**src/rtl/disp_scan_sched_if.sv**
```systemverilog
// Valid/ready link carrying {SEG,SEL} words from the scan scheduler to the HC595 serializer.
interface disp_scan_sched_if;
   logic [15:0] tx_data;
   logic        tx_valid;
   logic        tx_ready;

   modport master (
      output tx_data,
      output tx_valid,
      input  tx_ready
   );

   modport slave (
      input  tx_data,
      input  tx_valid,
      output tx_ready
   );
endinterface

```
**src/rtl/disp_scan_sched.sv**
```systemverilog
// Scan scheduler for the 8-digit 7-segment display: double-buffered value, fixed-rate
// digit scan, one {SEG,SEL} word per digit handed to the serializer over valid/ready.
//
//   state | meaning
//   ------+-----------------------------------------------------------
//   WAIT  | idle until the next scan tick
//   LOAD  | build the word for the current digit from the active buffer
//   SEND  | word presented with tx_valid=1, held until tx_ready
module disp_scan_sched #(
   parameter int SCAN_DIV = 50000,
   parameter int CNT_W    = 16
) (
   input  logic                 Clk,
   input  logic                 Reset,
   input  logic [31:0]          Disp_Data,
   input  logic [7:0]           Dp_Mask,
   input  logic                 Zero_Blank,
   input  logic                 Upd,
   disp_scan_sched_if.master    tx,
   output logic                 frame_done,
   output logic                 overrun
);

   localparam logic [1:0] ST_WAIT = 2'd0;
   localparam logic [1:0] ST_LOAD = 2'd1;
   localparam logic [1:0] ST_SEND = 2'd2;

   localparam logic [CNT_W-1:0] TICK_CNT = CNT_W'(SCAN_DIV - 1);

   logic [1:0]       state;
   logic [CNT_W-1:0] cnt;
   logic             tick;
   logic [2:0]       idx;

   logic [31:0]      sh_data;
   logic [7:0]       sh_dp;
   logic             sh_zb;
   logic             pending;

   logic [31:0]      act_data;
   logic [7:0]       act_dp;
   logic             act_zb;

   logic [7:0]       blank;
   logic             nz_above;
   logic [3:0]       nib;
   logic [7:0]       seg;
   logic [7:0]       sel;

   function automatic logic [7:0] seg_decode(input logic [3:0] n);
      logic [7:0] s;
      case (n)
         4'h0: s = 8'hC0;
         4'h1: s = 8'hF9;
         4'h2: s = 8'hA4;
         4'h3: s = 8'hB0;
         4'h4: s = 8'h99;
         4'h5: s = 8'h92;
         4'h6: s = 8'h82;
         4'h7: s = 8'hF8;
         4'h8: s = 8'h80;
         4'h9: s = 8'h90;
         4'hA: s = 8'h88;
         4'hB: s = 8'h83;
         4'hC: s = 8'hC6;
         4'hD: s = 8'hA1;
         4'hE: s = 8'h86;
         default: s = 8'h8E;
      endcase
      return s;
   endfunction

   assign tick = (cnt == TICK_CNT);

   // A digit is a leading zero when it and every digit to its left are zero; digit 0 always shows.
   always_comb begin
      nz_above = 1'b0;
      blank    = '0;
      for (int i = 7; i >= 1; i--) begin
         nz_above = nz_above | (act_data[4*i +: 4] != 4'h0);
         blank[i] = act_zb & ~nz_above;
      end
   end

   always_comb begin
      nib = act_data[{idx, 2'b00} +: 4];
      seg = blank[idx] ? 8'hFF : seg_decode(nib);
      if (act_dp[idx]) begin
         seg[7] = 1'b0;
      end
      sel = ~(8'h01 << idx);
   end

   always_ff @(posedge Clk) begin
      if (Reset) begin
         state       <= ST_WAIT;
         cnt         <= '0;
         idx         <= 3'd0;
         tx.tx_data  <= 16'hFFFF;
         tx.tx_valid <= 1'b0;
         frame_done  <= 1'b0;
         overrun     <= 1'b0;
         sh_data     <= 32'h0;
         sh_dp       <= 8'h0;
         sh_zb       <= 1'b0;
         pending     <= 1'b0;
         act_data    <= 32'h0;
         act_dp      <= 8'h0;
         act_zb      <= 1'b0;
      end else begin
         frame_done <= 1'b0;
         cnt        <= tick ? '0 : cnt + 1'b1;

         // A tick while a word is in flight is lost, only flagged.
         if (tick && (state != ST_WAIT)) begin
            overrun <= 1'b1;
         end

         if (Upd) begin
            sh_data <= Disp_Data;
            sh_dp   <= Dp_Mask;
            sh_zb   <= Zero_Blank;
            pending <= 1'b1;
         end

         case (state)
            ST_WAIT: begin
               if (tick) begin
                  state <= ST_LOAD;
               end
            end
            ST_LOAD: begin
               tx.tx_data  <= {seg, sel};
               tx.tx_valid <= 1'b1;
               state       <= ST_SEND;
            end
            ST_SEND: begin
               if (tx.tx_ready) begin
                  tx.tx_valid <= 1'b0;
                  idx         <= idx + 3'd1;
                  state       <= ST_WAIT;
                  if (idx == 3'd7) begin
                     frame_done <= 1'b1;
                     // Commit uses the old shadow; a coincident Upd stays pending for the next frame.
                     if (pending) begin
                        act_data <= sh_data;
                        act_dp   <= sh_dp;
                        act_zb   <= sh_zb;
                        if (!Upd) begin
                           pending <= 1'b0;
                        end
                     end
                  end
               end
            end
            default: begin
               state <= ST_WAIT;
            end
         endcase
      end
   end

endmodule
```
**src/flat_wrapper.sv**
```systemverilog
// flat-port wrapper written by rule: the top's interface ports become plain ports
module disp_scan_sched_flat 
#(
   parameter int SCAN_DIV = 50000,
   parameter int CNT_W    = 16
)
  (Clk, Reset, Disp_Data, Dp_Mask, Zero_Blank, Upd, frame_done, overrun, tx_tx_data, tx_tx_valid, tx_tx_ready);
  disp_scan_sched_if tx_i ();
  input  logic Clk;
  input  logic Reset;
  input  logic [31:0] Disp_Data;
  input  logic [7:0] Dp_Mask;
  input  logic Zero_Blank;
  input  logic Upd;
  output logic frame_done;
  output logic overrun;
  output wire logic [$bits(tx_i.tx_data)-1:0] tx_tx_data;
  output wire logic [$bits(tx_i.tx_valid)-1:0] tx_tx_valid;
  input wire logic [$bits(tx_i.tx_ready)-1:0] tx_tx_ready;
  assign tx_tx_data = tx_i.tx_data;
  assign tx_tx_valid = tx_i.tx_valid;
  assign tx_i.tx_ready = tx_tx_ready;
  disp_scan_sched #(.SCAN_DIV(SCAN_DIV), .CNT_W(CNT_W)) u_core (.Clk(Clk), .Reset(Reset), .Disp_Data(Disp_Data), .Dp_Mask(Dp_Mask), .Zero_Blank(Zero_Blank), .Upd(Upd), .tx(tx_i), .frame_done(frame_done), .overrun(overrun));
endmodule
```
**config.mk**
```make
export PLATFORM = sky130hd
export DESIGN_NAME = disp_scan_sched_flat
export DESIGN_NICKNAME = d
export VERILOG_FILES = /design/src/rtl/disp_scan_sched_if.sv /design/src/rtl/disp_scan_sched.sv /design/src/flat_wrapper.sv
export SDC_FILE = /design/constraint.sdc
export NUM_CORES = 1
export LEC_CHECK = 0
export ABC_AREA = 1
export BUFFER_PORTS_ARGS = -buffer_cell sky130_fd_sc_hd__buf_2
export CAP_MARGIN = 20
export CORE_UTILIZATION = 45
export DETAILED_ROUTE_END_ITERATION = 7
export GPL_ROUTABILITY_DRIVEN = 1
export SYNTH_ARGS = -nofsm -noshare
export SYNTH_HDL_FRONTEND = slang
export SYNTH_SLANG_ARGS = --single-unit
```
**constraint.sdc**
```tcl
create_clock -name Clk -period 2.4 [get_ports Clk]
set_clock_uncertainty 0.1 [all_clocks]
set_input_delay 0.48 -clock Clk [delete_from_list [all_inputs] [get_ports Clk]]
set_output_delay 0.48 -clock Clk [all_outputs]
set_load 0.03 [all_outputs]
```
# --- Yosys cells after proc, flatten, opt, wreduce, memory -nomap -nowiden ---
# Memory sizes are Yosys's and may differ from the RTL's.
# Cells that the tools add are included.
word_totals:
  regBits: 123
  mem_bits_ro: 112
  inputBits: 45
  out_inout_bits: 19
  word_cells: 84
  n_memories: 1
classes:
  add_sub_neg: 2
  n_lt_le_gt_ge: 1
  n_eq_ne: 6
  shift: 2
  n_mux: 18
  bitwise: 23
  n_reduce_logical: 17
mem_list:
  columns: ["memory", "depth", "word_bits", "rd", "rd_ports_with_merged_regs", "write_ports", "line", "text"]
  rows:
  - ["(no name shown)", 16, 7, 1, 0, 0, "disp_scan_sched.sv:52", "case (n)"]
op_table:
  columns: ["cell", "n"]
  rows:
  - ["$shiftx 32x6->4", 1]
  - ["$reduce_bool 4->1", 7]
  - ["$add 16x1->16 const B", 1]
  - ["$eq 16x16->1 const B", 1]
  - ["$mux 1", 11]
  - ["$not 1->1", 9]
  - ["$mux 8", 1]
  - ["$not 8->8", 1]
  - ["$shl 1x3->8 const A", 1]
  - ["$and 1x1->1", 7]
  - ["$bmux 1 s3", 2]
  - ["$or 1x1->1", 6]
  - ["$pmux 2 s3", 1]
  - ["$reduce_and 2->1", 3]
  - ["$lt 3x4->1 const B", 1]
  - ["$mux 2", 2]
  - ["$reduce_and 4->1", 1]
  - ["$reduce_bool 2->1", 2]
  - ["$add 3x1->3 const B", 1]
  - ["$eq 3x3->1 const B", 1]
  - ["$reduce_or 3->1", 1]
  - ["$eq 2x1->1 const B", 1]
  - ["$eq 2x2->1 const B", 1]
  - ["$logic_not 2->1", 1]
  - ["other kinds (5)", 5]

# --- Depth between registers and ports, before layout ---
logic_depth:
  ltp_word: 13
  ltp_mapped: 15
  depth_no_buf: 13

# --- Least setup slack after synthesis ---
# Ideal clock, no wire load.
synth_timing:
  path_type: "register to register"
  startpoint: "reg u_core.idx[0]"
  endpoint: "reg u_core.tx.tx_data[13]"
  setup_ns: 0.115
  arrival_time_ns: 1.646
  required_time_ns: 2.185
  slack_ns: 0.539
  path_stages_with_launch: 15
  n_path_buf: 2
  period_less_slack_ns: 1.861
  cell_sequence: "dfxtp_1 > buf_6 > buf_4 > nand2_1 > o211ai_1 > nand3_1 > nand2_1 > inv_1 > ha_1 > nand3_1 > nand2_1 > nand2_1 > nand3_1 > nand2_1 > nand2_1"
synth_between:
  elab_chain_cells: 3
  elab_cells_between_ends: 5
  cone_classes: "1 x shift; 3 x mux; 1 x memory"
synth_lines:
  columns: ["element", "line", "text"]
  rows:
  - ["from (decl)", "disp_scan_sched.sv:33", "logic [2:0] idx;"]
  - ["from (signal assigned)", "disp_scan_sched.sv:140", "idx <= idx + 3'd1;"]
  - ["$shiftx 32x6->4 / $bmux 1 s3 (equally long branches)", "disp_scan_sched.sv:86, disp_scan_sched.sv:87", null]
  - ["$mem_v2 16x7 / $mux 1 (equally long branches)", null, null]
  - ["$mux 8 (*)", "disp_scan_sched.sv:87", "seg = blank[idx] ? 8'hFF : seg_decode(nib);"]
  - ["to (signal assigned)", "disp_scan_sched.sv:133", "tx.tx_data <= {seg, sel};"]
  - ["to (decl)", "disp_scan_sched_if.sv:8", "output tx_data,"]
# Every way passes the cells marked *; elsewhere a longest branch is shown, timed or not. The select of a mux whose other input is x is not followed.
# A chain may end at the register's enable or synchronous reset.

# --- Worst setup path in the final report ---
# Same ends and word-level chain as after synthesis.

==> reports/qor.yml <==
routing:
  top_layer: "met4"
  dr_wl_met3_um: 416
  drc_errors: 5
  detailroute.wirelength.met2_mm: 5.24
  route.final.wire_length_mm: 11.7
  iteration_count_of_the_initial_detailed_routing_pass: 7
  detail_route.vias_per_cell: 4.93
  detail_route.wirelength.met1_mm: 5.86
  post_drt_wl_per_cell_um: 12.2
  routed-via-count: 4702
  antenna_violating_nets_post_route: 0
  drc_violation_total_after_the_first_tritonroute_iteration: 260
critical_path:
  slowest_stage: "dfxtp_1"
  worstPathRequired_ns: 2.60
  cp-start-kind: "flip-flop"
  path_buf_inv: 3
  arrival_ns: 2.32
  timing.critical_path.cells: "buf_6 > inv_6 > o211ai_1 > nand3_1 > nand2_1 > inv_1 > ha_1 > nand3_1 > nand2_1 > nand2_1 > nand3_1 > nand2_1 > nand2_1"
  timing.critical_path.max_delay_family: "simple AND/OR/NAND/NOR gates"
  crit_path_max_incr_delay_ns: 0.35
  critPathKind: "reg2reg"
  critical_path.endpoint_type: "flip-flop"
  path_common_cell: "nand2_1"
  worstPathMaxFanout: 27
sta:
  post-route-min-period_ns: 2.12
  tns_ns: 0
  setup_viol: 0
  finalHoldViolations: 0
  fmaxAchievable_mhz: 473
  rsz0062_at_grt: "no"
  fin_crit_sh: 0.881
  max_slew.worst_pin.slew_ns: 0.628
  slew_violations: 0
  max_slew_margin: 0.576
finish:
  antennaDiodeCount: 0
  mostFrequentLayoutCells: "nor2_1 (152), dfxtp_1 (123), nand2_1 (120)"
  final_layout_size_suffix_gt1_frac: 0.153
  most_frequent_standard_cell_in_the_layout_excluding_fill_and_tap_cells: "nor2_1"
  syn_to_final_growth_pct: 17.1
  nNetsFinal: 855
synth:
  syn_area_per_cell_um2: 7.27
  postSynthCellCount: 747
  synthFlopType: "dfxtp_1"
  mappedNetlistArea_um2: 5430
  yosys_warnings: 0
  synth_seq_cells: 123
  post_synth_num_cell_types: 36
  synth-async-reset-ratio: 0
  synth_sequential_area_ratio: 0.453
  synth_enable_flop_cells: 0
  synth_nets: 805
global_route:
  overflow: 0
  grt_antenna_before_repair: 0
  largest_net_degree_at_the_start_of_global_routing: 71
  grt_first_pass_wirelength_mm: 20.2
  first_global_vias: 4416
  track_usage: 0.202
die:
  top_level_ports: 64
  die_span_y_um: 112
  rows: 39
  die_width_um: 112
  core_area_um2: 11600
  die_area_um2: 12500
  starting_utilization_of_the_core_area: 0.470
placement:
  routability_congestion_estimate: 0.896
  dp_wirelength_mm: 8.19
  port-buffer-count: 63
power_and_ir_drop:
  vdd_ir_drop_max_v: 0.000466
  design_power_total_mw: 4.78
  total_leakage_power_nw: 2.69
  power_per_cell_area_nw_per_um2: 751
clock_network:
  max-clock-path-buffers: 2
  clkLatencyLatePin_ns: 0.41
  cts.clk_slew.worst_paths_ns: 0.05
  cts_inserted_buffers: 17
  hold_buf_cts: 0
  cts_tree: "done"
  cts_root_buf: "clkbuf_16"
  numClockSinks: 123
  clock_tree.htree_level_count: 4
worst_hold_path:
  holdCritPathClass: "in2reg"
outcome:
  outcome: "complete, but fails checks"
  failed_checks: "design-rule violations"
run:
  timing.max_cap.violations: 0
[through the flow]
| step | worst slack, ns | util | instances | hold slack [ns] | area, µm² |
|---|---|---|---|---|---|
| final | 0.285 | 0.550 | 953 | 0.188 | 6360 |
| after global routing | 0.0520 | 0.550 | 953 | 0.187 | 6360 |
| after CTS | 0.233 | 0.550 | 953 | 0.175 | 6360 |
| after detailed placement | 0.253 | 0.499 | 921 | 0.341 | 5770 |
| after global placement | 0.392 | 0.499 | 921 | 0.328 | 5770 |
| after floorplan | 0.539 | - | 747 | 0.317 | 5430 |
[where the power goes]
part	switching, mW	leakage [nW]	internal [mW]
clock	0.889	0.281	1.60
sequential	0.0258	1.00	2.10
combinational	0.0994	1.41	0.0674
[cell type report]
cell class | count | area (µm²)
Clock buffer | 21 | 470
Clock inverter | 11 | 119
Sequential cell | 123 | 2460
Inverter | 63 | 241
Fill cell | 1139 | 5200
Multi-Input combinational cell | 520 | 2490
Timing Repair Buffer | 72 | 399
Tap cell | 143 | 179
[cell usage after synthesis (2+ instances only)]
cell type    n  share of area
a21oi_1     52          0.048
buf_2        6         0.0055
buf_4        4         0.0055
buf_6        8          0.017
clkbuf_1    23          0.016
dfxtp_1    123           0.45
ha_1        13          0.030
inv_1       57          0.039
inv_2        4         0.0028
nand2_1    120          0.083
nand2_2      2         0.0023
nand2_4      3         0.0062
nand3_1     48          0.044
nand3_2      5         0.0092
nand4_1      3         0.0035
nor2_1     152           0.11
nor3_1       4         0.0037
nor3b_1      2         0.0028
nor4_1       2         0.0023
o211ai_1     2         0.0028
o21ai_0     97          0.089
xor2_1       3         0.0048
[metal layers]
metal,vias to the layer above,GRT usage
li1,2505,-
met1,2088,0.262
met2,95,0.321
met3,14,0.0550
met4,0,0.0748
met5,-,0
[logic make-up after synthesis]
group	after synthesis	synth area share
AO/OA/AOI/OAI	155	0.146
XOR/XNOR	4	0.00645
flip-flops	123	0.453
AND/OR/NAND/NOR	348	0.276
adder cells (fa/ha/maj)	13	0.0300
buffers and inverters	104	0.0880
[what timing repair did]
action                                  4_1_cts  5_1_grt
gates resized for setup                       0        1
endpoints found under the setup margin        0        1
setup buffers                                 0        0
[final timing paths]
path                              from                    end  slack [ns]  cells after the start
setup / recovery         u_core.idx[0]  u_core.tx.tx_data[13]        0.28                     13
hold / removal            Disp_Data[0]      u_core.sh_data[0]        0.19                      3
setup reg to reg         u_core.idx[0]  u_core.tx.tx_data[13]        0.28                     13
hold reg to reg   u_core.tx.tx_data[2]   u_core.tx.tx_data[2]        0.35                      2
[worst min-delay path: stages]
cell,delay [ns]
buf_2,0.07
nor2_1,0.03
nor2_1,0.08
[sequential cells by signal, indices dropped and copies added (netlist names)]
name	count
u_core.tx.tx_valid	1
u_core.act_dp	8
u_core.sh_zb	1
u_core.act_data	32
u_core.state	2
u_core.idx	3
u_core.act_zb	1
u_core.sh_dp	8
u_core.pending	1
u_core.sh_data	32
u_core.tx.tx_data	16
u_core.frame_done	1
u_core.overrun	1
u_core.cnt	16
Note: power is estimated with default switching activity, not from simulation.
